**src/rtl/cic_compensator_pkg.sv**
```systemverilog
// Shared sizing and arithmetic helpers for the multi-channel CIC droop compensator.
package cic_compensator_pkg;

   function automatic int full_width(input int in_bits, input int gain);
      return in_bits + $clog2(gain + 2);
   endfunction

   function automatic int chan_width(input int n);
      return (n > 1) ? $clog2(n) : 1;
   endfunction

   // Fit a full-precision value into 'bits' bits: clamp when sat is set, else two's-complement wrap.
   function automatic logic signed [63:0] resize(input logic signed [63:0] v, input int bits,
                                                 input bit sat);
      logic signed [63:0] hi, lo;
      hi = (64'sd1 <<< (bits - 1)) - 64'sd1;
      lo = -hi - 64'sd1;
      if (sat && v > hi) return hi;
      if (sat && v < lo) return lo;
      return (v <<< (64 - bits)) >>> (64 - bits);
   endfunction

endpackage

```
**src/rtl/cic_compensator_history.sv**
```systemverilog
// Per-channel 2D-deep sample history; exposes taps D-1 and 2D-1 of the addressed channel.
module cic_compensator_history
   import cic_compensator_pkg::*;
#(
   parameter int SampleBits  = 12,
   parameter int TapSpacing  = 3,
   parameter int NumChannels = 4
) (
   input  logic                                   clk,
   input  logic                                   rst,
   input  logic                                   clear,
   input  logic                                   we,
   input  logic [chan_width(NumChannels)-1:0]     channel,
   input  logic [SampleBits-1:0]                  sample,
   output logic [SampleBits-1:0]                  tap_d,
   output logic [SampleBits-1:0]                  tap_2d
);
   localparam int Depth = 2 * TapSpacing;

   logic [NumChannels-1:0][SampleBits-1:0] tap_d_all, tap_2d_all;

   for (genvar c = 0; c < NumChannels; c++) begin : g_ch
      logic [Depth-1:0][SampleBits-1:0] h;
      logic                             sel;

      assign sel = we && (int'(channel) == c);

      // A clear coinciding with a write leaves the new sample as the only entry.
      always_ff @(posedge clk or posedge rst) begin
         if (rst) begin
            h <= '0;
         end else if (clear) begin
            h <= '0;
            if (sel) h[0] <= sample;
         end else if (sel) begin
            h <= {h[Depth-2:0], sample};
         end
      end

      assign tap_d_all[c]  = h[TapSpacing-1];
      assign tap_2d_all[c] = h[Depth-1];
   end

   // Taps read as zero during clear so a same-cycle sample is filtered against empty history.
   always_comb begin
      tap_d  = '0;
      tap_2d = '0;
      if (!clear) begin
         for (int c = 0; c < NumChannels; c++) begin
            if (int'(channel) == c) begin
               tap_d  = tap_d_all[c];
               tap_2d = tap_2d_all[c];
            end
         end
      end
   end

endmodule

```
**src/rtl/cic_compensator_mc.sv**
```systemverilog
// Time-interleaved 3-tap CIC droop compensator: y = x[n] - G*x[n-D] + x[n-2D] per channel.
// Define CIC_COMPENSATOR_MC_SATURATE_EN to clamp instead of wrap when the output is narrower.
module cic_compensator_mc
   import cic_compensator_pkg::*;
#(
   parameter int InputLengthBits  = 12,
   parameter int OutputLengthBits = 19,
   parameter int FilterOrder      = 3,
   parameter int CenterGain       = 10,
   parameter int NumChannels      = 4
) (
   input  logic                                clk,
   input  logic                                rst,
   input  logic                                clear,
   input  logic [InputLengthBits-1:0]          in,
   input  logic [chan_width(NumChannels)-1:0]  in_channel,
   input  logic                                in_valid,
   output logic                                in_ready,
   output logic [OutputLengthBits-1:0]         out,
   output logic [chan_width(NumChannels)-1:0]  out_channel,
   output logic                                out_valid,
   input  logic                                out_ready,
   output logic                                channel_error
);
   localparam int W = full_width(InputLengthBits, CenterGain);
   localparam logic signed [W-1:0] Gain = W'(CenterGain);
`ifdef CIC_COMPENSATOR_MC_SATURATE_EN
   localparam bit Saturate = 1'b1;
`else
   localparam bit Saturate = 1'b0;
`endif

   logic                               accept, ch_ok, hist_we;
   logic signed [InputLengthBits-1:0]  tap_d, tap_2d;
   logic signed [W-1:0]                sum;
   logic [OutputLengthBits-1:0]        out_next;

   assign in_ready = !rst && (!out_valid || out_ready);
   assign accept   = in_valid && in_ready;
   assign ch_ok    = int'(in_channel) < NumChannels;
   assign hist_we  = accept && ch_ok;

   cic_compensator_history #(
      .SampleBits  (InputLengthBits),
      .TapSpacing  (FilterOrder),
      .NumChannels (NumChannels)
   ) u_hist (
      .clk     (clk),
      .rst     (rst),
      .clear   (clear),
      .we      (hist_we),
      .channel (in_channel),
      .sample  (in),
      .tap_d   (tap_d),
      .tap_2d  (tap_2d)
   );

   // W bits hold (G+2) full-scale inputs, so the sum itself never overflows.
   assign sum      = W'($signed(in)) - Gain * W'(tap_d) + W'(tap_2d);
   assign out_next = OutputLengthBits'(resize(64'(sum), OutputLengthBits, Saturate));

   always_ff @(posedge clk or posedge rst) begin
      if (rst) begin
         out           <= '0;
         out_channel   <= '0;
         out_valid     <= 1'b0;
         channel_error <= 1'b0;
      end else begin
         channel_error <= accept && !ch_ok;
         if (hist_we) begin
            out         <= out_next;
            out_channel <= in_channel;
            out_valid   <= 1'b1;
         end else if (out_ready) begin
            out_valid   <= 1'b0;
         end
      end
   end

endmodule

```
**config.mk**
```make
export PLATFORM = sky130hd
export DESIGN_NAME = cic_compensator_mc
export DESIGN_NICKNAME = d
export VERILOG_FILES = /design/src/rtl/cic_compensator_pkg.sv /design/src/rtl/cic_compensator_history.sv /design/src/rtl/cic_compensator_mc.sv
export SDC_FILE = /design/constraint.sdc
export NUM_CORES = 1
export LEC_CHECK = 0
export BUFFER_PORTS_ARGS = -buffer_cell sky130_fd_sc_hd__buf_2
export CORE_UTILIZATION = 25
export DETAILED_ROUTE_END_ITERATION = 16
export PLACE_DENSITY = 0.43
export SYNTH_ARGS = -nofsm -noshare
export SYNTH_HDL_FRONTEND = slang
export SYNTH_SLANG_ARGS = --single-unit
export TNS_END_PERCENT = 100
```
**constraint.sdc**
```tcl
create_clock -name clk -period 21.5 [get_ports clk]
set_input_delay 2.15 -clock clk [delete_from_list [all_inputs] [get_ports clk]]
set_output_delay 2.15 -clock clk [all_outputs]
set_load 0.02 [all_outputs]
```
==> flow_metrics.env, run 1 <==
export IMPL_synth_area_mux_share=0.0393
export IMPL_grt_antenna_before_repair=1
export IMPL_grt_overflow=0
export IMPL_synthTopCellsByArea="dfrtp_1 53%, nand2_1 15%, a21oi_1 8.8%, mux4_2 3.6%, ha_1 3.0%"
export IMPL_synth_xor_area_frac=0.0164
export IMPL_rsz0062_at_grt="no"
export IMPL_track_usage=0.129
export IMPL_slew_headroom=0.205
export IMPL_synth_edf_count=0
export IMPL_postRouteAntennaNets=0
export IMPL_root_buffer="clkbuf_16"
export IMPL_die_height_um=242
export IMPL_yosys_warnings=0
export IMPL_p_leak_nw=7.01
export IMPL_hold_ws_ps=474
export IMPL_io_buffers=41
export IMPL_hold_class="flip-flop to flip-flop"
export IMPL_final_util=0.291
export IMPL_cts_buffer_depth=3
export IMPL_finalMaxSlewViolations=0
export IMPL_synth_top_family_by_area="simple AND/OR/NAND/NOR gates"
export IMPL_worst_ep_arrival_time_ps=7350
export IMPL_synth_cells=1558
export IMPL_syn_nets=1626
export IMPL_synth_simple_area_share=0.199
export IMPL_cellPowerDensity_nw_per_um2=81.2
export IMPL_clock_latency_ps=550
export IMPL_setup_violations=0
export IMPL_max_vdd_ir_drop_uv=53.7
export IMPL_yosys_cell_count_top_type="nand2_1"
export IMPL_areaGrowthSynthToFinish_pct=14.7
export IMPL_synthTopCellsByCount="574 x nand2_1, 307 x dfrtp_1, 254 x a21oi_1"
export IMPL_filler_cell_count=6044
export IMPL_grt_max_degree=185
export IMPL_synth_compound_area_share=0.122
export IMPL_wire_per_inst_um=15.8
export IMPL_ctsResizeCount=0
export IMPL_wl_um=36800
export IMPL_clock_fmax_ghz=0.144
export IMPL_synth_fa_ha_area_frac=0.0505
export IMPL_cp_slowest_stage_delay_ps=580
export IMPL_yosys_area_top_type_share=0.534
export IMPL_synth_cell_types=47
export IMPL_cts_clk_slew_worst_paths_ps=60
export IMPL_synth_flop_cell="dfrtp_1"
export IMPL_path_class="input pin to flip-flop"
export IMPL_maxCapViolations=0
export IMPL_path_delay_family="adder cells"
export IMPL_clock_sinks=307
export IMPL_htreeDepth=2
export IMPL_ys_async_sr_fraction=1.00
export IMPL_finalHoldViolCount=0
export IMPL_drive_gt1_frac=0.0982
export IMPL_cts_hold_buf=0
export IMPL_finClkSkew_ps=9.08
export IMPL_die_w_um=242
export IMPL_ios=43
export IMPL_final_nets=1610
export IMPL_required_ps=21920
export IMPL_grt_pass1_vias=10400
export IMPL_yosys_area_top_type="dfrtp_1"
export IMPL_coreArea_um2=56600
export IMPL_cp_common_cell="ha_1"
export IMPL_die_area_um2=58500
export IMPL_cp_cell_sequence="buf_2, buf_4, mux4_2, nor2b_1, ha_1, ha_1, fa_1, a21o_1, a21oi_1, o21bai_1, a21oi_1, xor2_1, fa_1, ha_1, and3_1, a32oi_1, o21ai_0, xnor2_1, o21ai_1"
export IMPL_postSynthAreaPerCell_um2=9.23
export IMPL_cpMaxStageDelayCell="mux4_2"
export IMPL_outcome="completed"
export IMPL_multiInputGateArea_um2=6180
export IMPL_path_max_fanout=32
export IMPL_ys_seq_area_frac=0.534
export IMPL_post_dp_hpwl_um=21800
export IMPL_grt_pass1_wl_um=60100
export IMPL_drc=0
export IMPL_antenna_cells=0
export IMPL_ys_ff_latch=307
export IMPL_drt_pass1_iterations=5
export IMPL_initial_core_util=0.254
export IMPL_worst_slew_pin_slew_ps=1190
export IMPL_worstSetupStartpointType="input pin"
export IMPL_rows=87
export IMPL_regArea_um2=7680
export IMPL_worst_setup_path_end_kind="flip-flop"
export IMPL_critPathBufInv=2
export IMPL_dr_first_iter_drc_count=613
export IMPL_synth_area_um2=14400
export IMPL_route_vias_total=10500
export IMPL_fin_crit_ps=6930
export IMPL_vias_per_cell=4.54
export IMPL_fin_area_um2=16500
export IMPL_finalSetupTns_ps=0
export IMPL_cts_tree="done"
export IMPL_place_congestion=0.753
export IMPL_numCtsBuffers=37
export IMPL_place_area_um2=15200
export IMPL_postCtsSetupRepairBufs=0
export IMPL_fin_crit_sh=0.322
where the power goes:
group	switching [mW]	total (mW)	leakage (nW)	internal, mW
Combinational	0.0773	0.107	2.14	0.0295
Sequential	0.00696	0.596	4.25	0.589
Clock	0.249	0.636	0.625	0.387
worst reg2reg max path, cell delays in order, from the launching register on:
cell and delay [ps]:
dfrtp_1 440, mux4_2 490, nor2b_1 170, ha_1 320
ha_1 220, fa_1 470, a21o_1 200, a21oi_1 220
o21bai_1 90, a21oi_1 260, xor2_1 220, fa_1 440
ha_1 330, and3_1 220, a32oi_1 350, o21ai_0 190
xnor2_1 170, o21ai_1 70
layout make-up:
cell class                      count  share of cell area
Tap cell                          756              0.0574
Sequential cell                   307               0.466
Clock buffer                       53              0.0678
Clock inverter                     13             0.00782
Timing Repair Buffer               56              0.0206
Multi-Input combinational cell   1119               0.375
Inverter                           21             0.00524
sequential cells by signal, indices dropped and copies added (netlist names):
signal	flops
out_valid	1
out_channel	2
out	16
u_hist.g_ch.h	288
placed cells by master (no fill, tap or decap), types with 5 or more instances in the layout:
cell | Yosys | routed
nand2_1 | 574 | 573
dfrtp_1 | 307 | 307
a21oi_1 | 254 | 254
buf_2 | 19 | 40
nand3b_1 | 39 | 39
clkbuf_16 | 0 | 39
ha_1 | 34 | 34
o21ai_1 | 29 | 29
nor2b_1 | 24 | 24
mux4_2 | 23 | 23
inv_1 | 20 | 19
xnor2_1 | 19 | 19
nand2b_1 | 18 | 18
o21ai_0 | 15 | 15
fa_1 | 15 | 15
buf_4 | 6 | 14
a21o_1 | 9 | 9
clkbuf_8 | 0 | 9
xor2_1 | 8 | 8
clkinv_2 | 0 | 8
nor2_1 | 7 | 6
clkbuf_1 | 74 | 5
metrics by stage:
stage	power, mW	setup slack [ps]	cells
final	1.34	14570	2325
after global routing	1.40	14250	2325
after CTS	1.37	14510	2325
after detailed placement	0.718	13950	2259
after global placement	0.717	14000	2259
after floorplan	0.678	10860	1558
metal layers:
metal / wire, um / track usage
met2: 17100 / 0.208
met1: 17900 / 0.176
met3: 1240 / 0.0243
met4: 636 / 0.0315
met5: 9 / 0
final timing paths:
check | from | endpoint | slack, ps | cells past startpoint
worst max-delay path | in_channel[0] | out[15] | 14570 | 19
worst min-delay path | out[0] | out[0] | 470 | 2
worst max register to register | u_hist.g_ch[3].h[27] | out[15] | 16510 | 17
worst min register to register | out[0] | out[0] | 470 | 2
max in group asynchronous | rst | u_hist.g_ch[2].h[43] | 17980 | 3
min in group asynchronous | rst | u_hist.g_ch[0].h[60] | 1800 | 2
cells by family (layout without fill, tap and decap cells):
logic type      Yosys count  in the layout
simple gates            684            684
compound gates          332            332
flops                   307            307
buf+inv                 132            143
fa+ha+maj                49             49
xor+xnor                 27             27
mux                      26             26
other cells               1              1
(Power assumes the default switching activity.)
==> run 2, diff against run 1 <==
PLACE_DENSITY = 0.44   (was 0.43)
clock period = 5.7 ns   (was 21.5 ns; I/O delays follow)
==> flow_metrics.env, run 2 (synthesis gave the netlist of run 1 again) <==
export IMPL_finClkSkew_ps=27.5
export IMPL_final_nets=1620
export IMPL_postCtsSetupRepairBufs=0
export IMPL_reg2regPathDepth=19
export IMPL_path_depth=19
export IMPL_worst_setup_path_end_kind="flip-flop"
export IMPL_path_class="flip-flop to flip-flop"
export IMPL_maxCapViolations=0
export IMPL_crit_end="out[15]"
export IMPL_hold_class="input pin to asynchronous set/reset pin"
export IMPL_setup_violations=0
export IMPL_die_height_um=242
export IMPL_io_buffers=41
export IMPL_top_regs="u_hist.g_ch.h x288, out x16, out_channel x2"
export IMPL_cts_tree="done"
export IMPL_areaGrowthSynthToFinish_pct=14.5
export IMPL_regToRegStartpoint="u_hist.g_ch[2].h[27]"
export IMPL_post_dp_hpwl_um=24500
export IMPL_regMostFlops="u_hist.g_ch.h"
export IMPL_largest_register_ff_count=288
export IMPL_max_vdd_ir_drop_uv=197
export IMPL_grt_pass1_vias=10400
export IMPL_wl_um=38600
export IMPL_finalHoldViolCount=0
export IMPL_ctsResizeCount=0
export IMPL_cts_buffer_depth=3
export IMPL_drt_pass1_iterations=4
export IMPL_final_cell_mix="573 x nand2_1, 307 x dfrtp_1, 254 x a21oi_1"
export IMPL_finalMaxSlewViolations=0
export IMPL_critPathLaunch="u_hist.g_ch[2].h[27]"
export IMPL_route_vias_total=10600
export IMPL_coreArea_um2=56600
export IMPL_outcome="completed"
export IMPL_grt_antenna_before_repair=2
export IMPL_cts_clk_slew_worst_paths_ps=60
export IMPL_worst_ep_arrival_time_ps=5350
export IMPL_hold_ws_ps=189
export IMPL_p_leak_nw=7.00
export IMPL_layout_commonest_cell="nand2_1"
export IMPL_cpMaxStageDelayCell="mux4_2"
export IMPL_grt_overflow=0
export IMPL_drc=0
export IMPL_worstSetupStartpointType="flip-flop"
export IMPL_fin_crit_ps=4940
export IMPL_drive_gt1_frac=0.0995
export IMPL_cp_cell_sequence="mux4_2, nor2b_1, ha_1, ha_1, fa_1, a21o_1, a21oi_1, o21bai_1, a21oi_1, o21ai_1, xnor2_1, fa_1, ha_1, a21oi_1, o21bai_1, a21oi_1, o21ai_0, xnor2_1, o21ai_1"
export IMPL_filler_cell_count=6101
export IMPL_finalPower_mw=4.93
export IMPL_vias_per_cell=4.56
export IMPL_fin_crit_sh=0.867
export IMPL_clock_sinks=307
export IMPL_initial_core_util=0.254
export IMPL_grt_max_degree=168
export IMPL_clock_latency_ps=560
export IMPL_fin_area_um2=16500
export IMPL_r2r_end="out[15]"
export IMPL_cellPowerDensity_nw_per_um2=299
export IMPL_worst_slew_pin_slew_ps=1090
export IMPL_die_area_um2=58500
export IMPL_htreeDepth=2
export IMPL_antenna_cells=0
export IMPL_track_usage=0.134
export IMPL_root_buffer="clkbuf_16"
export IMPL_slew_headroom=0.270
export IMPL_grt_pass1_wl_um=62200
export IMPL_postRouteAntennaNets=0
export IMPL_reg2reg_slack_ps=760
export IMPL_dr_first_iter_drc_count=799
export IMPL_cts_hold_buf=0
export IMPL_cp_common_cell="a21oi_1"
export IMPL_die_w_um=242
export IMPL_rows=87
export IMPL_wire_per_inst_um=16.5
export IMPL_place_area_um2=15300
export IMPL_ios=43
export IMPL_critPathBufInv=0
export IMPL_place_congestion=0.789
export IMPL_path_max_fanout=6
export IMPL_cp_slowest_stage_delay_ps=480
export IMPL_numCtsBuffers=37
export IMPL_rsz0062_at_grt="no"
export IMPL_path_delay_family="adder cells"
export IMPL_finalSetupTns_ps=0
export IMPL_clock_fmax_ghz=0.202
export IMPL_required_ps=6110
==> run 2: cell count changes in the layout (fill, tap and decap cells not counted), moves of 2 or more <==
cell,change
buf_4,+10
clkbuf_1,+6
clkbuf_8,-4
clkbuf_16,-2
clkinv_8,+2
inv_8,-2
==> run 2: area by class of cell <==
class                           count  area, um2  share of cell area
Sequential cell                   307       7680               0.467
Clock buffer                       53       1040              0.0629
Clock inverter                     12        115             0.00699
Inverter                           21       82.6             0.00502
Multi-Input combinational cell   1119       6180               0.376
Timing Repair Buffer               66        415              0.0252
Tap cell                          756        946              0.0575
==> run 2: per-layer routing <==
layer,vias up,track usage,part of all wire
li1,5126,-,-
met1,5342,0.193,0.50
met4,4,0.0389,0.020
met3,51,0.0244,0.032
met2,120,0.203,0.45
met5,-,0,0.00060
==> run 2: report_power, final <==
part,internal [mW],leakage (nW),switching [mW]
logic,0.115,2.18,0.291
registers,2.22,4.25,0.0260
clock network,1.32,0.569,0.954
total,3.65,7.00,1.27
==> run 2: worst min path at each step <==
stage               slack (ps)              endpoint                start  depth (start not counted)
floorplan                  480   u_hist.g_ch[0].h[0]  u_hist.g_ch[0].h[0]                          2
detailed placement         470                out[2]               out[2]                          2
CTS                        230  u_hist.g_ch[3].h[26]                clear                          2
finish                     190  u_hist.g_ch[1].h[37]                  rst                          3
global placement           460        out_channel[0]       out_channel[0]                          2
global route               260  u_hist.g_ch[3].h[26]                clear                          2
==> run 2: tightest hold or removal path: stages <==
cell and delay (ps):
buf_2 120, clkinvlp_4 90, buf_12 490
==> run 2: stage by stage <==
stage               setup slack, ps  utilization  cells
floorplan                       417            -   1558
global placement                414        0.270   2269
detailed placement              394        0.270   2269
CTS                             761        0.291   2334
global route                    448        0.291   2334
finish                          759        0.291   2334
